===== config.mk =====
export PLATFORM = sky130hd
export DESIGN_NAME = ud_counter_param
export DESIGN_NICKNAME = d
export VERILOG_FILES = /design/src/rtl/ud_counter_param.sv
export SDC_FILE = /design/constraint.sdc
export NUM_CORES = 1
export LEC_CHECK = 0
export CAP_MARGIN = 40
export CORE_MARGIN = 2
export CORE_UTILIZATION = 25
export DETAILED_ROUTE_END_ITERATION = 8
export PLACE_DENSITY = 0.62
export SLEW_MARGIN = 40
export SYNTH_ARGS = -nofsm -noshare
export SYNTH_HDL_FRONTEND = slang
export SYNTH_SLANG_ARGS = --single-unit

===== constraint.sdc =====
create_clock -name Clk -period 2.8 [get_ports Clk]
set_input_delay 0.28 -clock Clk [delete_from_list [all_inputs] [get_ports Clk]]
set_output_delay 0.28 -clock Clk [all_outputs]
set_load 0.1 [all_outputs]

===== src/rtl/ud_counter_param.sv =====
// ud_counter_param: parametrised up/down counter with range 0..MAX.
// Supports synchronous load, wrap or saturate at the boundaries, a combinational
// terminal-count look-ahead and registered one-cycle overflow/underflow pulses.
module ud_counter_param #(
    parameter int unsigned WIDTH    = 4,
    parameter int unsigned MAX      = 15,
    parameter bit          SATURATE = 1'b0
) (
    input  logic             Clk,
    input  logic             Rst,
    input  logic             E,
    input  logic             U,
    input  logic             Ld,
    input  logic [WIDTH-1:0] D,
    output logic [WIDTH-1:0] Cnt,
    output logic             Tc,
    output logic             Ovf,
    output logic             Unf
);

    // Reject a terminal count that does not fit in the counter width.
    if (WIDTH < 1 || longint'(MAX) > ((longint'(1) << WIDTH) - longint'(1))) begin : g_bad_max
        $error("ud_counter_param: MAX does not fit in WIDTH bits");
    end

    localparam logic [WIDTH-1:0] MaxV = WIDTH'(MAX);

    logic [WIDTH-1:0] cnt_q, cnt_d;
    logic             ovf_q, ovf_d;
    logic             unf_q, unf_d;
    logic             at_max;
    logic             at_zero;

    assign at_max  = (cnt_q == MaxV);
    assign at_zero = (cnt_q == '0);

    // Next-state: load beats counting; boundary steps wrap or hold and raise an event.
    always_comb begin
        cnt_d = cnt_q;
        ovf_d = 1'b0;
        unf_d = 1'b0;
        if (Ld) begin
            // Clamp out-of-range load values so the count never leaves 0..MAX.
            cnt_d = (D > MaxV) ? MaxV : D;
        end else if (E) begin
            if (U) begin
                if (at_max) begin
                    ovf_d = 1'b1;
                    cnt_d = SATURATE ? MaxV : '0;
                end else begin
                    cnt_d = cnt_q + WIDTH'(1);
                end
            end else begin
                if (at_zero) begin
                    unf_d = 1'b1;
                    cnt_d = SATURATE ? '0 : MaxV;
                end else begin
                    cnt_d = cnt_q - WIDTH'(1);
                end
            end
        end
    end

    // State registers with synchronous active-high reset.
    always_ff @(posedge Clk) begin
        if (Rst) begin
            cnt_q <= '0;
            ovf_q <= 1'b0;
            unf_q <= 1'b0;
        end else begin
            cnt_q <= cnt_d;
            ovf_q <= ovf_d;
            unf_q <= unf_d;
        end
    end

    // Terminal count predicts the event pulse of the coming edge; deliberately not gated by Rst.
    assign Tc  = E & ~Ld & ((U & at_max) | (~U & at_zero));
    assign Cnt = cnt_q;
    assign Ovf = ovf_q;
    assign Unf = unf_q;

endmodule


### Word level (Yosys, flattened, before mapping)

Cells that the tools add are included.

| storage, ports and cells | value |
|---|---|
| output and inout port bits | 7 |
| flip-flop bits (word level) | 6 |

| cells by class | value |
|---|---|
| eq/ne operators | 1 |
| multiplexer cells | 8 |
| bitwise operators | 8 |
| $lt $le $gt $ge | 1 |
| add/sub/neg operators | 2 |
| reduce and logical (&&, ||, !) cells | 4 |

Operator list:

| cell | number |
|---|---|
| two-way mux 4 bit | 6 |
| OR reduction 4 bit | 2 |
| adder 4 x 1 -> 4 bit, second input constant | 1 |
| AND 1 bit | 4 |
| equality test 4 bit, second input constant | 1 |
| > comparator 4 bit, second input constant | 1 |
| logical NOT 4 bit | 1 |
| subtractor 4 x 1 -> 4 bit, second input constant | 1 |
| NOT 1 bit | 3 |
| two-way mux 1 bit | 2 |
| nonzero test 2 bit | 1 |
| OR 1 bit | 1 |

### Longest topological paths before layout

Gate-level depths: netlist (run 1).

| logic depth | value |
|---|---|
| depth after elaboration | 5 |
| gate-level depth with buffers | 6 |
| gate-level depth less buffers | 6 |

### Worst setup path after synthesis (run 1)

No wires, ideal clock.

| timing path | value |
|---|---|
| kind | register to output |
| start | reg cnt_q[0], in the netlist Cnt[0] |
| end | out Tc |
| data required time | 2520 ps |
| slack | -598 ps |
| stages on the path, launching flop included | 5 |
| data arrival time | 3118 ps |
| cell sequence | dfxtp_1 ha_1 and2_1 nand3_1 a21oi_1 |

| between the ends | value |
|---|---|
| cells in the longest elaborated chain, start to end | 4 |
| elaborated cells between the ends (all ways) | 6 |
| classes of those cells | eq/ne (1); bitwise (4); reduce/logical (1) |

RTL lines:

| what | RTL line | source |
|---|---|---|
| start, declared | 28 | `logic [WIDTH-1:0] cnt_q, cnt_d;` |
| start signal, assigned | 71 | `cnt_q <= cnt_d;` |
| equality test 4 bit / logical NOT 4 bit (equally long branches) | 34, 35 |  |
| AND 1 bit | 78 | `assign Tc = E & ~Ld & ((U & at_max) \| (~U & at_zero));` |
| OR 1 bit (*) | 78 |  |
| AND 1 bit (*) | 78 |  |
| end, declared | 16 | `output logic Tc,` |

Every way passes the cells marked *; elsewhere a longest branch is shown, timed or not.

### Final worst setup path (run 1)

Ends and elaborated chain as after synthesis.

==> flow_metrics.py, run 1 <==
metrics = {
    "grt": {
        "grt_pass1_vias": 293,
        "grt_overflow": 0,
        "grt_usage_pct": 9.52,
        "grt_max_degree": 10,
        "antenna_found_initial": 0,
        "grt_first_pass_wirelength_um": 1260,
    },
    "power": {
        "p_int_uw": 176,
        "clockPowerShare_pct": 28.8,
        "leakagePower_uw": 0.000237,
        "p_sw_share_pct": 37.0,
        "p_comb_share_pct": 35.4,
        "ir_drop_uv": 246,
        "switchingPower_uw": 103,
        "sequentialPowerShare_pct": 35.8,
        "power.density_mw_per_mm2": 505,
    },
    "routing": {
        "dr.pass1.iters": 3,
        "num_vias": 369,
        "wl_um": 787,
        "viasPerCell": 4.67,
        "drt_iter0_drc": 2,
        "drtAntennaViolNets": 0,
        "route.detailed.drc": 0,
        "drt-wirelength-per-cell_um": 9.96,
    },
    "floorplanning": {
        "die-area_mm2": 0.00187,
        "dieHeight_um": 43.3,
        "initial_core_util_pct": 26.2,
        "core_mm2": 0.00147,
        "io_pins": 16,
        "die_w_um": 43.3,
        "rows": 14,
    },
    "timing": {
        "fin_tns_setup_ns": 0,
        "hold_viol_final": 0,
        "setup_viol": 0,
        "worstMarginPinSlew_ns": 0.296,
        "rsz0062_at_grt": "false",
        "whs_ns": 0.590,
        "timing.final.crit_share_pct": 69.1,
        "min_period_ns": 1.93,
        "relSlewSlack_pct": 80.2,
        "max_freq_mhz": 517,
        "drv_slew": 0,
        "fin_skew_ns": 0.000537,
    },
    "worst_setup_path": {
        "critical_path_class": "reg2out",
        "critPathMaxStageDelay_ns": 0.48,
        "cp-start-kind": "flip-flop",
        "cp_num_buf_inv": 1,
        "critical_path_required_ns": 2.52,
        "arrival_ns": 1.65,
        "critical_path.top_delay_family": "flip-flops",
        "cp_slowest_cell": "dfxtp_1",
        "cp-end-kind": "output port",
        "path_max_fanout": 8,
        "cp_cell_sequence": "ha_1 > and2_1 > nand3_1 > a21oi_2 > buf_4",
    },
    "synthesis": {
        "synth.most_common_cell": "dfxtp_1",
        "synth_flop_cell": "dfxtp_1",
        "ys_top_cells_by_area": "dfxtp_1, xnor2_1, a21oi_1",
        "yosysTopAreaCell": "dfxtp_1",
        "synth_area_per_cell_um2": 8.38,
        "yosysWarnings": 0,
        "synthesis.area_um2": 385,
        "syn_inst": 46,
        "synthesis.nets": 57,
        "synth_top_area_share_pct": 31.2,
        "yosys-top-cells-count": "dfxtp_1, a21oi_1, nor2_1",
        "ys_seq_area_share_pct": 31.2,
        "async_flop_share_pct": 0,
        "synth_edf_count": 0,
        "synth.distinct_cells": 23,
        "ys_ff_latch": 6,
    },
    "cells_and_area": {
        "nets": 76,
        "fillers": 178,
        "final_util_pct": 37.6,
        "layout-drive-gt1-share_pct": 22.2,
        "diodes": 0,
        "stdcell_area_um2": 553,
        "area_growth_pct": 43.5,
    },
    "clocking": {
        "worstSkewPairLatency_ns": 0.24,
        "hold_buffers": 0,
        "cts_root_buf": "clkbuf_4",
        "cts_tree": "yes",
        "clk_path_buf_depth": 2,
        "clock-sinks": 6,
        "cts_resized": 0,
        "clkTransAtPathRegs_ns": 0.05,
        "cts_buffers": 3,
        "cts_max_level": 1,
        "postCtsSetupBuffers": 0,
    },
    "placed_design": {
        "gp_congestion": 0.720,
        "placed_area_um2": 531,
        "io_buffers": 15,
        "post-dp-hpwl_um": 629,
    },
    "job": {
        "max-cap-violations": 0,
    },
    "status": {
        "status": "complete, no violations",
    },
    "worst_hold_path": {
        "hold_class": "reg2reg",
    },
}
flip-flops by register name, summed over array words and instances, names as in the netlist:
signal and cells:
Unf 1, Cnt 4, Ovf 1
cell usage in the layout (no fill, tap or decap):
master and n:
or2_4 1, nand2_1 3, o21ai_1 1, o21a_1 1
buf_4 7, ha_1 2, o21bai_1 1, o21ai_0 2
a221oi_2 1, nor2b_1 2, inv_1 3, a21oi_1 4
a21oi_2 1, a21o_1 1, clkbuf_4 3, nand2b_4 1
or3_1 1, and2_1 1, o32ai_1 1, mux2i_1 1
nor3b_1 1, nor2_1 5, clkdlybuf4s50_1 8, nand3_1 2
dfxtp_1 6, xnor2_1 3
kinds of logic after synthesis:
kind of cell | count (synthesis) | synth area share, %
AO/OA/AOI/OAI | 13 | 22.4
XOR/XNOR | 3 | 6.82
adder cells (fa/ha/maj) | 2 | 6.49
buffers and inverters | 4 | 5.84
flip-flops | 6 | 31.2
multiplexers | 1 | 2.60
AND/OR/NAND/NOR | 17 | 24.7
tightest hold or removal path: stages, from the launching register on:
cell     delay (ns)
dfxtp_1        0.36
nand3_1        0.13
nor2_1         0.05
power groups by stage:
stage               clock (uW)  combinational [uW]  sequential [uW]
floorplan                    0                38.6              136
finish                    80.4                98.8              100
detailed placement           0                99.8              102
CTS                       83.1                 100              100
global placement             0                99.1              102
global route              94.6                 105              101
per-stage QoR:
stage / power, uW / std cells / worst slack (ns)
floorplan: 174 / 46 / 0.00467
global placement: 201 / 76 / 0.931
detailed placement: 201 / 76 / 0.917
CTS: 283 / 79 / 0.850
global route: 301 / 79 / 0.715
finish: 279 / 79 / 0.865
routing by layer:
metal	share of wire (%)	up-vias	global-route usage (%)
met3	11	0	8.51
met4	0	0	1.82
met2	45	15	13.7
met5	0	-	0
met1	43	161	10.5
li1	-	193	-
final timing paths:
path,endpoint,from,cells after the start,slack (ns)
worst max-delay path,Tc,Cnt[0],5,0.87
worst min-delay path,Ovf,Cnt[3],2,0.59
worst max register to register,Cnt[3],Cnt[0],5,1.36
worst min register to register,Ovf,Cnt[3],2,0.59
final cells by class:
type | count | area, um2 | area share (%)
Clock buffer | 3 | 22.5 | 4.07
Inverter | 3 | 11.3 | 2.04
Multi-Input combinational cell | 36 | 246 | 44.6
Timing Repair Buffer | 15 | 133 | 24.0
Tap cell | 16 | 20.0 | 3.62
Sequential cell | 6 | 120 | 21.7
(Power assumes the default switching activity.)
==> run 2, diff against run 1 <==
==> constraint.sdc (replaced) <==
create_clock -name Clk -period 1.9 [get_ports Clk]
set_input_delay 0.19 -clock Clk [delete_from_list [all_inputs] [get_ports Clk]]
set_output_delay 0.19 -clock Clk [all_outputs]
set_load 0.1 [all_outputs]
==> flow_metrics.py, run 2 (synthesis results as in run 1) <==
metrics = {
    "clocking": {
        "cts_resized": 0,
        "clock-sinks": 6,
        "cts_root_buf": "clkbuf_4",
        "cts_buffers": 3,
        "worstSkewPairLatency_ns": 0.24,
        "cts_max_level": 1,
        "cts_tree": "yes",
        "hold_buffers": 0,
        "postCtsSetupBuffers": 0,
        "clkTransAtPathRegs_ns": 0.05,
        "clk_path_buf_depth": 2,
    },
    "floorplanning": {
        "rows": 14,
        "initial_core_util_pct": 26.2,
        "dieHeight_um": 43.3,
        "io_pins": 16,
        "die-area_mm2": 0.00187,
        "core_mm2": 0.00147,
        "die_w_um": 43.3,
    },
    "grt": {
        "grt_util_met2_pct": 16.1,
        "grt_pass1_vias": 319,
        "globalRouteMet3Util_pct": 6.38,
        "gr-usage-met1_pct": 11.3,
        "grt_usage_pct": 10.3,
        "grt_overflow": 0,
        "top_usage_layer": "met2",
        "grt_max_degree": 9,
        "antenna_found_initial": 0,
        "grt_first_pass_wirelength_um": 1360,
    },
    "routing": {
        "route.detailed.drc": 0,
        "wl_um": 787,
        "viasPerCell": 4.58,
        "dr.pass1.iters": 3,
        "num_vias": 371,
        "drt_iter0_drc": 3,
        "drt-wirelength-per-cell_um": 9.72,
        "drtAntennaViolNets": 0,
    },
    "placed_design": {
        "gp_congestion": 0.684,
        "post-dp-hpwl_um": 631,
        "pre_cts_ws_ns": 0.265,
        "io_buffers": 15,
    },
    "timing": {
        "relSlewSlack_pct": 80.1,
        "whs_ns": 0.557,
        "timing.final.crit_share_pct": 88.6,
        "setup_viol": 0,
        "fin_skew_ns": 0.00995,
        "setup_slack_ns": 0.216,
        "hold_viol_final": 0,
        "max_freq_mhz": 594,
        "rsz0062_at_grt": "false",
        "min_period_ns": 1.68,
        "drv_slew": 0,
        "worstMarginPinSlew_ns": 0.298,
        "fin_tns_setup_ns": 0,
    },
    "power": {
        "ir_drop_uv": 497,
        "power.density_mw_per_mm2": 715,
        "leakagePower_uw": 0.000248,
    },
    "worst_hold_path": {
        "hold_class": "in2reg",
        "hold_depth": 3,
    },
    "worst_setup_path": {
        "critical_path_required_ns": 1.71,
        "arrival_ns": 1.49,
        "critical_path_class": "reg2out",
        "cp-start-kind": "flip-flop",
        "rr_worst_depth": 5,
        "path_max_fanout": 8,
        "cp-end-kind": "output port",
    },
    "cells_and_area": {
        "largest_reg_flops": 4,
        "fillers": 167,
        "nets": 77,
        "layout_common_cells": "clkdlybuf4s50_1, buf_4, nor2_1",
        "diodes": 0,
        "area_growth_pct": 54.2,
        "layout-drive-gt1-share_pct": 29.2,
        "final_common_cell": "clkdlybuf4s50_1",
    },
    "status": {
        "status": "complete, no violations",
    },
    "job": {
        "max-cap-violations": 0,
    },
}
==> run 2: cell types whose count changed in the layout (fill, tap and decap cells not counted) <==
| cell | delta |
|---|---|
| a21oi_2 | -1 |
| a21oi_4 | +1 |
| buf_12 | +1 |
| clkbuf_1 | +1 |
| dfxtp_1 | -4 |
| dfxtp_2 | +2 |
| dfxtp_4 | +2 |
==> run 2: worst max-delay path, cell delays in order, from the launching register on <==
cell and delay [ns]:
dfxtp_4 0.37, inv_1 0.06, ha_1 0.15, nor2b_1 0.17
nand2_1 0.13, a21oi_4 0.19, buf_12 0.19
==> run 2: final timing paths <==
| kind | from | endpoint | slack (ns) |
|---|---|---|---|
| max reg2reg | Cnt[0] | Cnt[3] | 0.56 |
| min reg2reg | Cnt[3] | Ovf | 0.59 |
| min | D[0] | Cnt[0] | 0.56 |
| max | Cnt[0] | Tc | 0.22 |
==> run 2: where the power goes <==
| group | switching [uW] | internal (uW) |
|---|---|---|
| sequential | 13.8 | 134 |
| clock | 45.3 | 79.5 |
| combinational | 93.8 | 57.9 |
==> run 2: metrics by stage <==
| step | utilization (%) | instances | total power [uW] | cell area [um2] |
|---|---|---|---|---|
| final | 40.4 | 81 | 425 | 594 |
| after global routing | 40.4 | 81 | 456 | 594 |
| after CTS | 40.4 | 81 | 430 | 594 |
| after detailed placement | 38.6 | 77 | 303 | 568 |
| after global placement | 38.6 | 77 | 303 | 568 |
| after floorplan | - | 46 | 259 | 407 |
==> run 2: final cells by class <==
| type | instances | area [um2] | area share (%) |
|---|---|---|---|
| well taps | 16 | 20.0 | 3.37 |
| flip-flops and latches | 6 | 130 | 21.9 |
| inverters | 3 | 11.3 | 1.89 |
| clock buffers | 4 | 26.3 | 4.42 |
| multi-input cells | 36 | 254 | 42.7 |
| repair buffers | 16 | 153 | 25.7 |
==> run 2: routing by layer <==
metal	up-vias	wire length (um)
li1	197	-
met1	159	366
met2	15	350
met3	0	70
met4	0	0
met5	-	0
==> run 3, diff against run 2 <==
--- a/config.mk
+++ b/config.mk
@@ -6,11 +6,12 @@
 export NUM_CORES = 1
 export LEC_CHECK = 0
 export CAP_MARGIN = 40
-export CORE_MARGIN = 2
+export CORE_MARGIN = 8
 export CORE_UTILIZATION = 25
 export DETAILED_ROUTE_END_ITERATION = 8
 export PLACE_DENSITY = 0.62
-export SLEW_MARGIN = 40
+export SLEW_MARGIN = 10
 export SYNTH_ARGS = -nofsm -noshare
 export SYNTH_HDL_FRONTEND = slang
 export SYNTH_SLANG_ARGS = --single-unit
+export TNS_END_PERCENT = 30
==> flow_metrics.py, run 3 (synthesis results as in run 1) <==
metrics = {
    "status": {
        "status": "complete, no violations",
    },
    "timing": {
        "max_freq_mhz": 587,
        "setup_viol": 0,
        "relSlewSlack_pct": 80.3,
        "worstMarginPinSlew_ns": 0.294,
        "timing.final.crit_share_pct": 89.6,
        "fin_tns_setup_ns": 0,
        "fin_skew_ns": 0.00293,
        "hold_viol_final": 0,
        "min_period_ns": 1.70,
        "whs_ns": 0.561,
        "drv_slew": 0,
        "rsz0062_at_grt": "false",
    },
    "worst_setup_path": {
        "critPathMaxStageDelay_ns": 0.37,
        "arrival_ns": 1.51,
        "reg2reg_slack_ns": 0.58,
        "critical_path_class": "reg2out",
        "cp_cell_sequence": "inv_1 > ha_1 > nor2b_1 > nand2_1 > a21oi_4 > buf_12",
        "path_max_fanout": 8,
        "critical_path_required_ns": 1.71,
        "cp-end-kind": "output port",
        "rr_worst_depth": 5,
        "cp_slowest_cell": "dfxtp_4",
        "cp-start-kind": "flip-flop",
    },
    "clocking": {
        "hold_buffers": 0,
        "clkTransAtPathRegs_ns": 0.04,
        "cts_resized": 0,
        "clk_path_buf_depth": 2,
        "worstSkewPairLatency_ns": 0.24,
        "cts_buffers": 3,
        "cts_root_buf": "clkbuf_4",
        "clock-sinks": 6,
        "cts_max_level": 1,
        "postCtsSetupBuffers": 0,
        "cts_tree": "yes",
    },
    "worst_hold_path": {
        "hold_class": "in2reg",
        "hold_depth": 3,
    },
    "cells_and_area": {
        "fillers": 171,
        "nets": 77,
        "area_growth_pct": 53.2,
        "layout-drive-gt1-share_pct": 29.7,
        "layout_common_cells": "clkdlybuf4s50_1, buf_4, nor2_1",
        "largest_reg_flops": 4,
        "stdcell_area_um2": 591,
        "final_common_cell": "clkdlybuf4s50_1",
        "diodes": 0,
    },
    "placed_design": {
        "post-dp-hpwl_um": 761,
        "io_buffers": 15,
        "placed_area_um2": 568,
        "gp_congestion": 0.710,
    },
    "floorplanning": {
        "core_mm2": 0.00147,
        "die-area_mm2": 0.00305,
        "rows": 14,
        "initial_core_util_pct": 26.2,
        "dieHeight_um": 55.3,
        "io_pins": 16,
        "die_w_um": 55.3,
    },
    "routing": {
        "route.detailed.drc": 0,
        "num_vias": 371,
        "dr.pass1.iters": 2,
        "drt-wirelength-per-cell_um": 12.1,
        "drtAntennaViolNets": 0,
        "drt_iter0_drc": 3,
        "wl_um": 964,
        "viasPerCell": 4.64,
    },
    "grt": {
        "grt_overflow": 0,
        "grt_max_degree": 9,
        "antenna_found_initial": 0,
        "grt_pass1_vias": 385,
        "grt_first_pass_wirelength_um": 1680,
        "grt_usage_pct": 6.65,
    },
    "power": {
        "power.density_mw_per_mm2": 710,
        "leakagePower_uw": 0.000247,
        "ir_drop_uv": 277,
    },
    "job": {
        "max-cap-violations": 0,
    },
}
-- run 3: changes by cell type in the layout (fill, tap and decap cells not counted), sizes merged --
cell / before / now
clkbuf: 4 / 3
-- run 3: cell type report --
cell class                 instances  area (um2)  area share [%]
inverter                           3        11.3            1.91
sequential                         6         130            22.0
timing repair buffer              16         153            25.8
clock buffer                       3        22.5            3.81
tap                               16        20.0            3.39
multi-input combinational         36         254            43.0
-- run 3: worst paths after layout --
| check | start | end |
|---|---|---|
| worst min-delay path | D[0] | Cnt[0] |
| worst max-delay path | Cnt[0] | Tc |
| worst max register to register | Cnt[0] | Cnt[3] |
| worst min register to register | Cnt[3] | Ovf |
-- run 3: metal layers --
layer,GRT usage [%],part of all wire (%),wire (um)
met2,9.13,37,357
met3,4.79,12,116
met5,0,0,0
met4,3.17,1.8,17
met1,7.44,49,473
-- run 3: report_power, final --
part	switching (uW)	internal, uW
Clock	47.3	71.6
Combinational	94.3	57.8
Sequential	14.3	134
Total	156	264
-- run 3: worst max-delay path: cells and delay by family, from the launching register on --
family	cells	cell delay (ns)
buf+inv	2	0.25
compound gates	1	0.19
fa+ha+maj	1	0.14
flops	1	0.37
simple gates	2	0.33
-- run 3: per-stage QoR --
stage                     setup WS (ns)  util [%]  total power, uW  instances
after floorplan                  0.0610         -              259         46
final                             0.197      40.1              420         80
after detailed placement          0.270      38.6              304         77
after global routing             0.0999      40.1              450         80
after global placement            0.283      38.6              303         77
after CTS                         0.191      40.1              427         80
